[config.mk]
export PLATFORM = sky130hd
export DESIGN_NAME = start_line_search_gen2
export DESIGN_NICKNAME = d
export VERILOG_FILES = /design/src/rtl/start_line_search_gen2.sv
export SDC_FILE = /design/constraint.sdc
export NUM_CORES = 2
export LEC_CHECK = 0
export BUFFER_PORTS_ARGS = -buffer_cell sky130_fd_sc_hd__buf_4
export CAP_MARGIN = 20
export CORE_MARGIN = 8
export CORE_UTILIZATION = 52
export CTS_BUF_LIST = sky130_fd_sc_hd__clkbuf_16
export CTS_CLUSTER_SIZE = 12
export DETAILED_ROUTE_END_ITERATION = 8
export GPL_ROUTABILITY_DRIVEN = 1
export PLACE_DENSITY = 0.78
export SLEW_MARGIN = 20
export SYNTH_ARGS = -nofsm -noshare
export SYNTH_HDL_FRONTEND = slang
export SYNTH_SLANG_ARGS = --single-unit
[constraint.sdc]
create_clock -name i_clk -period 2.98 [get_ports i_clk]
set_input_delay 0.298 -clock i_clk [delete_from_list [all_inputs] [get_ports i_clk]]
set_output_delay 0.298 -clock i_clk [all_outputs]
set_load 0.02 [all_outputs]
[src/rtl/start_line_search_gen2.sv]
// start_line_search_gen2: scans BRAM rows for the first non-empty mask row,
// then copies it to WR_BASE. Optional row wrap-around: `SLS_ROW_WRAP_EN.
module start_line_search_gen2 #(
  parameter int ROW_BITS = 512,
  parameter int WORD_W   = 32,
  parameter int ADDR_W   = 13,
  parameter int ROW_W    = 9,
  parameter int NUM_ROWS = 512,
  parameter logic [ADDR_W-1:0] WR_BASE = ADDR_W'('h1000)
) (
  input  logic                i_clk,
  input  logic                i_rstn,
  input  logic                i_trig,
  output logic                o_done,
  input  logic [ROW_W-1:0]    i_start_row_num,
  input  logic                i_dir,
  output logic [ADDR_W-1:0]   o_rd_from_bram_addr,
  input  logic [WORD_W-1:0]   i_rd_from_bram_data,
  output logic                o_rd_from_bram_trig,
  input  logic                i_rd_from_bram_done,
  output logic [ADDR_W-1:0]   o_wr_to_bram_addr,
  output logic [WORD_W-1:0]   o_wr_to_bram_data,
  output logic                o_wr_to_bram_trig,
  input  logic                i_wr_to_bram_done,
  output logic [ROW_BITS-1:0] o_row_mask,
  output logic [ROW_W-1:0]    o_found_row,
  output logic                o_found
);

  localparam int WPR  = ROW_BITS / WORD_W;
  localparam int WC_W = (WPR > 1) ? $clog2(WPR) : 1;

  typedef enum logic [2:0] {
    IDLE, RD_REQ, RD_WAIT, CHECK, WR_REQ, WR_WAIT, DONE
  } state_t;

  state_t              r_state;
  state_t              w_state_nxt;
  logic [ROW_W-1:0]    r_row;
  logic [ROW_W-1:0]    w_row_nxt;
  logic                r_dir;
  logic [WC_W-1:0]     r_word;
  logic [ROW_BITS-1:0] r_buf;
  logic                w_word_last;
  logic                w_row_last;
  logic                w_nonempty;
  logic                w_start_bad;
  logic [ADDR_W-1:0]   w_rd_addr;
  logic [ADDR_W-1:0]   w_wr_addr;

`ifdef SLS_ROW_WRAP_EN
  localparam int NC_W = $clog2(NUM_ROWS + 1);
  logic [NC_W-1:0] r_nchk;
`endif

  assign w_word_last = (r_word == WC_W'(WPR - 1));
  assign w_nonempty  = |r_buf;
  assign w_start_bad = (32'(i_start_row_num) >= 32'(NUM_ROWS));
  assign w_rd_addr   = ADDR_W'(r_row) * ADDR_W'(WPR)
                     + ADDR_W'(r_word);
  assign w_wr_addr   = WR_BASE + ADDR_W'(r_word);
  assign o_done      = (r_state == DONE);

  // Next row to search and whether the current row ends the search
  always_comb begin
    w_row_nxt  = r_row;
    w_row_last = 1'b0;
`ifdef SLS_ROW_WRAP_EN
    w_row_last = (r_nchk == NC_W'(NUM_ROWS - 1));
    if (r_dir)
      w_row_nxt = (r_row == '0) ? ROW_W'(NUM_ROWS - 1)
                                : r_row - ROW_W'(1);
    else
      w_row_nxt = (r_row == ROW_W'(NUM_ROWS - 1)) ? '0
                                : r_row + ROW_W'(1);
`else
    w_row_last = r_dir ? (r_row == '0)
                       : (r_row == ROW_W'(NUM_ROWS - 1));
    w_row_nxt  = r_dir ? r_row - ROW_W'(1)
                       : r_row + ROW_W'(1);
`endif
  end

  // State register
  always_ff @(posedge i_clk or negedge i_rstn) begin
    if (!i_rstn) r_state <= IDLE;
    else         r_state <= w_state_nxt;
  end

  // Next-state decode
  always_comb begin
    w_state_nxt = r_state;
    unique case (r_state)
      IDLE:
        if (i_trig)
          w_state_nxt = w_start_bad ? DONE : RD_REQ;
      RD_REQ:  w_state_nxt = RD_WAIT;
      RD_WAIT:
        if (i_rd_from_bram_done)
          w_state_nxt = w_word_last ? CHECK : RD_REQ;
      CHECK:
        if (w_nonempty)      w_state_nxt = WR_REQ;
        else if (w_row_last) w_state_nxt = DONE;
        else                 w_state_nxt = RD_REQ;
      WR_REQ:  w_state_nxt = WR_WAIT;
      WR_WAIT:
        if (i_wr_to_bram_done)
          w_state_nxt = w_word_last ? DONE : WR_REQ;
      DONE:
        if (!i_trig) w_state_nxt = IDLE;
      default: w_state_nxt = IDLE;
    endcase
  end

  // Datapath: row/word counters, assembly buffer, bus and result regs
  always_ff @(posedge i_clk or negedge i_rstn) begin
    if (!i_rstn) begin
      r_row               <= '0;
      r_dir               <= 1'b0;
      r_word              <= '0;
      r_buf               <= '0;
      o_rd_from_bram_addr <= '0;
      o_rd_from_bram_trig <= 1'b0;
      o_wr_to_bram_addr   <= '0;
      o_wr_to_bram_data   <= '0;
      o_wr_to_bram_trig   <= 1'b0;
      o_row_mask          <= '0;
      o_found_row         <= '0;
      o_found             <= 1'b0;
`ifdef SLS_ROW_WRAP_EN
      r_nchk              <= '0;
`endif
    end else begin
      unique case (r_state)
        IDLE:
          if (i_trig) begin
            r_row       <= i_start_row_num;
            r_dir       <= i_dir;
            r_word      <= '0;
            r_buf       <= '0;
            o_found     <= 1'b0;
            o_found_row <= '0;
            o_row_mask  <= '0;
`ifdef SLS_ROW_WRAP_EN
            r_nchk      <= '0;
`endif
          end
        RD_REQ: begin
          o_rd_from_bram_trig <= 1'b1;
          o_rd_from_bram_addr <= w_rd_addr;
        end
        RD_WAIT:
          if (i_rd_from_bram_done) begin
            o_rd_from_bram_trig <= 1'b0;
            r_buf[r_word*WORD_W +: WORD_W] <= i_rd_from_bram_data;
            r_word <= w_word_last ? '0 : r_word + WC_W'(1);
          end
        CHECK:
          if (w_nonempty) begin
            o_found     <= 1'b1;
            o_found_row <= r_row;
            o_row_mask  <= r_buf;
          end else if (!w_row_last) begin
            r_row  <= w_row_nxt;
            r_buf  <= '0;
`ifdef SLS_ROW_WRAP_EN
            r_nchk <= r_nchk + NC_W'(1);
`endif
          end
        WR_REQ: begin
          o_wr_to_bram_trig <= 1'b1;
          o_wr_to_bram_addr <= w_wr_addr;
          o_wr_to_bram_data <= o_row_mask[r_word*WORD_W +: WORD_W];
        end
        WR_WAIT:
          if (i_wr_to_bram_done) begin
            o_wr_to_bram_trig <= 1'b0;
            r_word <= w_word_last ? '0 : r_word + WC_W'(1);
          end
        default: ;
      endcase
    end
  end

endmodule
== Yosys cells after proc, flatten, opt, wreduce, memory -nomap -nowiden ==
Cells that the tools add are included.
Word-level totals
  bits in registers: 1111
  bits of input ports: 47
  word-level logic and storage cells: 91
Operators by class
  $add $sub $neg: 6
  equal/unequal tests: 15
  shift operators: 3
  multiplexer cells: 38
  reductions and logical operators: 16
Operators by type and width (count)
  512-bit two-way mux: 5
  512-bit case mux with 3 select lines: 1
  512-bit case mux with 2 select lines: 1
  512-bit bitwise mux: 1
  512-bit OR reduction: 1
  32-bit by 34-bit variable shift with 512-bit output (first input constant): 1
  32-bit by 34-bit variable part select with 512-bit output: 1
  512-bit by 10-bit variable part select with 32-bit output: 1
  9-bit two-way mux: 6
  9-bit case mux with 2 select lines: 2
  9-bit negator with 34-bit output: 1
  3-bit case mux with 7 select lines: 1
  3-bit two-way mux: 6
  4-bit two-way mux: 4
  2-bit != test (second input constant): 7
  13-bit by 4-bit adder with 13-bit output: 1
  13-bit by 4-bit adder with 13-bit output (first input constant): 1
  4-bit case mux with 3 select lines: 1
  4-bit AND reduction: 3
  9-bit by 1-bit adder with 9-bit output (second input constant): 1
  3-bit == test (second input constant): 3
  9-bit == test (second input constant): 1
  9-bit zero test: 1
  9-bit by 1-bit subtractor with 9-bit output (second input constant): 1
  other kinds (13): 26

== Longest topological paths before layout ==
  word-level depth: 5
  depth in mapped cells: 13
  mapped depth without buffers: 9

== Worst setup path after synthesis ==
Ideal clock, no wire load.
  path kind: register -> register
  start point: register r_word[1]
  end point: register r_buf[292]
  setup time: 0.077 ns
  data arrival time: 3.072 ns
  required time: 2.903 ns
  setup slack: -0.169 ns
  cell stages (with the launch flop): 14
  path buffers: 4
  clock period less this slack: 3.149 ns
  path through: dfrtp_1 clkbuf_1 clkbuf_1 clkbuf_1 inv_1 ha_1 nand2b_1 and2_1 nor2b_1 nand3_1 nor2_1 clkbuf_1 a21oi_1 a21oi_1
Between the ends
  longest elaborated chain between the ends: 5
Ends and longest elaborated chain
  start: declaration: RTL line 42  | logic [WC_W-1:0] r_word;
  start signal: assignment: RTL line 156  | r_word <= w_word_last ? '0 : r_word + WC_W'(1);
  start signal: assignment: RTL line 178  | r_word <= w_word_last ? '0 : r_word + WC_W'(1);
  9-bit negator with 34-bit output (*): RTL line 155  | r_buf[r_word*WORD_W +: WORD_W] <= i_rd_from_bram_data;
  32-bit by 34-bit variable part select with 512-bit output / 32-bit by 34-bit variable shift with 512-bit output (equally long branches): RTL line 155
  512-bit bitwise mux (*): RTL line 155
  512-bit two-way mux (*): RTL line 153  | if (i_rd_from_bram_done) begin
  512-bit case mux with 3 select lines (*): RTL line 134  | unique case (r_state)
  end signal: indexed assignment: RTL line 155
  end: declaration: RTL line 43  | logic [ROW_BITS-1:0] r_buf;
Every way passes the cells marked *; elsewhere a longest branch is shown, timed or not. The select of a mux whose other input is x is not followed.
A chain may end at the register's enable or synchronous reset.

== Worst setup path in the final report ==
  start point: register r_buf[76]
  end point: register o_row_mask[155]
Between the ends
  longest elaborated chain between the ends: 3
Ends and longest elaborated chain
  512-bit OR reduction: RTL line 57  | assign w_nonempty = |r_buf;
  2-bit != test (no source line)
  3-bit AND reduction (no source line)
  end signal: assignment: RTL line 162  | o_row_mask <= r_buf;
  end: declaration: RTL line 25  | output logic [ROW_BITS-1:0] o_row_mask,
Every way passes these cells.

==> results <==
- For this run, the number of standard cells in the final layout without fillers is approximately 5,600.
- The final-report max-slew violation count is 0.
- The library cell used as clock root buffer is clkbuf_16.
- The number of I/O port buffers is 621.
- The share of the Yosys chip area taken by registers is 0.588.
- In this run the horizontal extent of the chip is roughly 320 µm.
- The number of buffers between clock root and the deepest sink is 3.
- Setup repair after global routing could not meet its margin everywhere.
- The number of top-level pins is 630.
- The total core area is around 0.090 mm².
- Clock tree synthesis inserted a total of between 100 and 150 buffers.
- The count of endpoints failing setup in the final report is around 790.
- The critical path in this run is classified as flip-flop to flip-flop.
- Timing would allow up to between 0.2 and 0.3 GHz.
- The slew at the pin with the worst max-slew slack is between 1000 and 1500 ps.
- The flow ran to the end, but the final reports show violations.
- After clock tree synthesis, the clock-pin slew on the worst setup and hold paths is about 60 ps.
- For hold timing, the worst endpoint is r_state[2].
- The initial detailed-routing violation count is about 6,600.
- The total number of clock tree sinks is ~1,100.
- The analysis attributes to cell leakage a power of ~0.028 µW.
- The overall power is 46,500 µW.
- In this run the register-to-register setup slack is -360 ps.
- From synthesis to final layout, the design area changed by 25.6%.
- Clock latency on the worst-skew pair, taken at its later pin, is between 700 and 800 ps.
- The cell area after synthesis is 0.0469 mm².
- Yosys mapped the design onto between 50 and 60 distinct sky130hd cell types.
- In the post-route analysis, the smallest setup slack over all paths is -356 ps.
- The startpoint of the lowest-slack register-to-register path is r_buf[76].
- The checks that failed: negative setup slack.
- TritonCTS built the clock tree.
- The number of antenna violations at the first check in global routing is 17.
- VDD sags by at most roughly 0.84 mV.
- The global-route wire length before repair is roughly 280,000 µm.
- For this configuration, the core starts out at a cell density of 0.523.
- The overall die area is around 0.1 mm².
- The library cell used most frequently in the layout, excluding fill and tap cells, is dfrtp_1.
- In the synthesized netlist the async set-or-reset flop fraction comes to 1.00.
- Power spread over the standard cell area amounts to slightly below 800 mW/mm².
- For the worst setup path, the data arrival time is between 3000 and 4000 ps.
- The period utilization is 1.12.
- The largest fanout of any net on the critical path is 50.
- The HPWL after detailed placement is roughly 130,000 µm.
- The final routed wirelength across all metal layers is slightly below 200,000 µm.
- The post-detailed-route via-to-cell ratio is 7.33.
- The worst pin sits at a relative slew slack of 0.270.
- The maximum number of pins on one net before global-route repair is 129.
- The type of origin of the critical path is a flip-flop.
- Summing all placed instances gives a cell area of roughly 0.055 mm².
- The number of enable-type register cells in the synthesized netlist is 0.
- The number of maximum-capacitance constraint violations is 0.
- The gate count of the mapped netlist is around 3,700.
- The residual DRC count is 0.
- The number of search-and-repair iterations in the first detailed-routing pass is 6.
- The min-delay analysis places its worst path in the category input port to flip-flop.
- Summed over all failing endpoints, the final setup total negative slack is -225,270 ps.
- The number of nets in the layout is 4,392.
- The via count of the first global-routing pass is just under 40,000.
- The required time of the worst setup path is ~3600 ps.
- The setup clock skew after layout is roughly 31 ps.
- The total routing usage reported by global routing is 0.378.
- The fraction of final layout cells with drive strength greater than 1 is 0.308.
- The critical path endpoint category is a flip-flop.
- The residual antenna-violating net count after detailed routing is 0.
- The via count of the routed design is 40,900.
- With fillers left out, the area of the finished cells amounts to between 0.05 and 0.06 mm².
- The cell count after placement is 5,345.
- In the layout the commonest cells are 1,097 x dfrtp_1, 820 x buf_4, 745 x a22o_1, 565 x a21oi_1, 161 x a31oi_1.
- The number of H-tree levels is 3.
- Row generation in the floorplan step produced 110 rows.
- The final critical-path required period is 3340 ps.
- Measured along the y axis, the die boundary spans 316 µm.
- The reg-to-reg endpoint is o_row_mask[155].
- The final estimated routing congestion in global placement is between 0.9 and 1.
- The number of cells on the worst reg-to-reg path is 12.
- The startpoint of the most critical hold path is i_trig.
- The average cell area after synthesis is between 10 and 15 µm².
- The final-report hold violation count is 0.
- Summed over all layers, the global routing overflow is 0.
- The worst hold path passes through 5 cells.
- The synthesis-stage register bit count is between 1,000 and 1,500.
- The most instantiated flip-flop cell in the synthesis netlist is dfrtp_1.
- The average routed wire per standard cell is between 30 and 40 µm.
- The total number of yosys warnings is 0.
==> registers in the layout (all words and copies together), names as in the netlist <==
name,flops
o_row_mask,512
r_buf,512
o_wr_to_bram_data,32
o_rd_from_bram_addr,13
o_found_row,9
r_row,9
o_wr_to_bram_addr,5
r_word,4
r_state,3
o_found,1
o_rd_from_bram_trig,1
o_wr_to_bram_trig,1
r_dir,1
==> power breakdown <==
part / switching, µW / internal (µW)
Clock: 5860 / 7140
Combinational: 11700 / 6190
Sequential: 345 / 15300
==> cells by family (layout without fill, tap and decap cells) <==
logic type / after synthesis / in the layout / synth area share
flip-flops: 1103 / 1103 / 0.588
buffers and inverters: 424 / 1134 / 0.0370
adder cells (fa/ha/maj): 14 / 14 / 0.00389
multiplexers: 217 / 217 / 0.0904
XOR/XNOR: 7 / 7 / 0.00131
other: 1 / 15 / 0.0000799
AO/OA/AOI/OAI: 1586 / 1586 / 0.241
AND/OR/NAND/NOR: 329 / 330 / 0.0379
==> worst max-delay path, cell delays in order, from the launching register on <==
cell and delay, ps:
dfrtp_1 430, nor4_4 400, buf_6 200, nand4_1 280, nor4_2 360, buf_4 160, nand4_1 160, buf_4 220
nor2_4 160, nor2_4 130, buf_12 190, buf_16 170, a22o_1 290
==> metrics by stage <==
stage,utilization,worst slack (ps),hold WS (ps)
finish,0.657,-356,44.8
global route,0.657,-370,53.3
CTS,0.652,-232,8.41
detailed placement,0.607,-866,381
global placement,0.607,-941,382
floorplan,-,3.10,2.41
==> layer usage <==
metal	up-vias	global-route usage	wire [µm]
li1	15800	-	-
met2	3639	0.546	84900
met3	736	0.134	29300
met5	-	0	136
met4	18	0.253	16700
met1	20700	0.479	66000
==> Yosys cell counts (2+ instances only) <==
cell type	count	area, µm²
dfrtp_1	1103	27600
a22o_1	745	6530
a21oi_1	565	2830
clkbuf_1	289	1080
a31oi_1	161	1010
mux4_2	160	3600
nor4_1	139	870
buf_2	92	460
nor2_1	76	285
mux2_2	56	631
nand4_1	36	225
a32o_1	33	330
a311oi_1	32	280
nand2_1	31	116
buf_1	24	90.1
o21ai_0	20	100
ha_1	13	163
nand3_1	11	55.1
inv_1	10	37.5
nor3_1	9	45.0
buf_4	8	60.1
nand2b_1	7	43.8
a21o_1	6	45.0
and3_1	5	31.3
xor2_1	5	43.8
nand3b_1	3	22.5
nor2b_1	3	18.8
o21ai_1	3	15.0
or2_2	3	18.8
a211oi_1	2	15.0
and2_1	2	12.5
o22ai_1	2	12.5
o41ai_1	2	17.5
or4_1	2	15.0
xnor2_1	2	17.5
==> how the worst max path moves through the flow <==
stage          startpoint              end  slack (ps)
2_1_floorplan   r_word[1]       r_buf[292]           3
3_3_place_gp   r_buf[337]  o_row_mask[189]        -940
3_5_place_dp   r_buf[163]  o_row_mask[242]        -870
4_1_cts        r_buf[396]       r_buf[407]        -230
5_1_grt        r_buf[330]  o_row_mask[475]        -370
6_report        r_buf[76]  o_row_mask[155]        -360
==> final cells by class <==
class | instances | area [µm²]
fillers | 6468 | 30800
flip-flops and latches | 1103 | 27600
multi-input cells | 2162 | 18100
repair buffers | 943 | 8480
clock buffers | 114 | 2850
well taps | 1176 | 1470
clock inverters | 66 | 390
inverters | 11 | 41.3
diodes | 7 | 17.5
==> timing repair <==
item / in CTS / in global routing
cloned: 8 / 15
endpoints found under the hold margin: 44 / 0
setup endpoints to repair: 790 / 790
setup buffers: 9 / 6
gates resized for setup: 51 / 23
hold buffers: 12 / 0
pin swaps: 15 / 13
(Power assumes the default switching activity.)
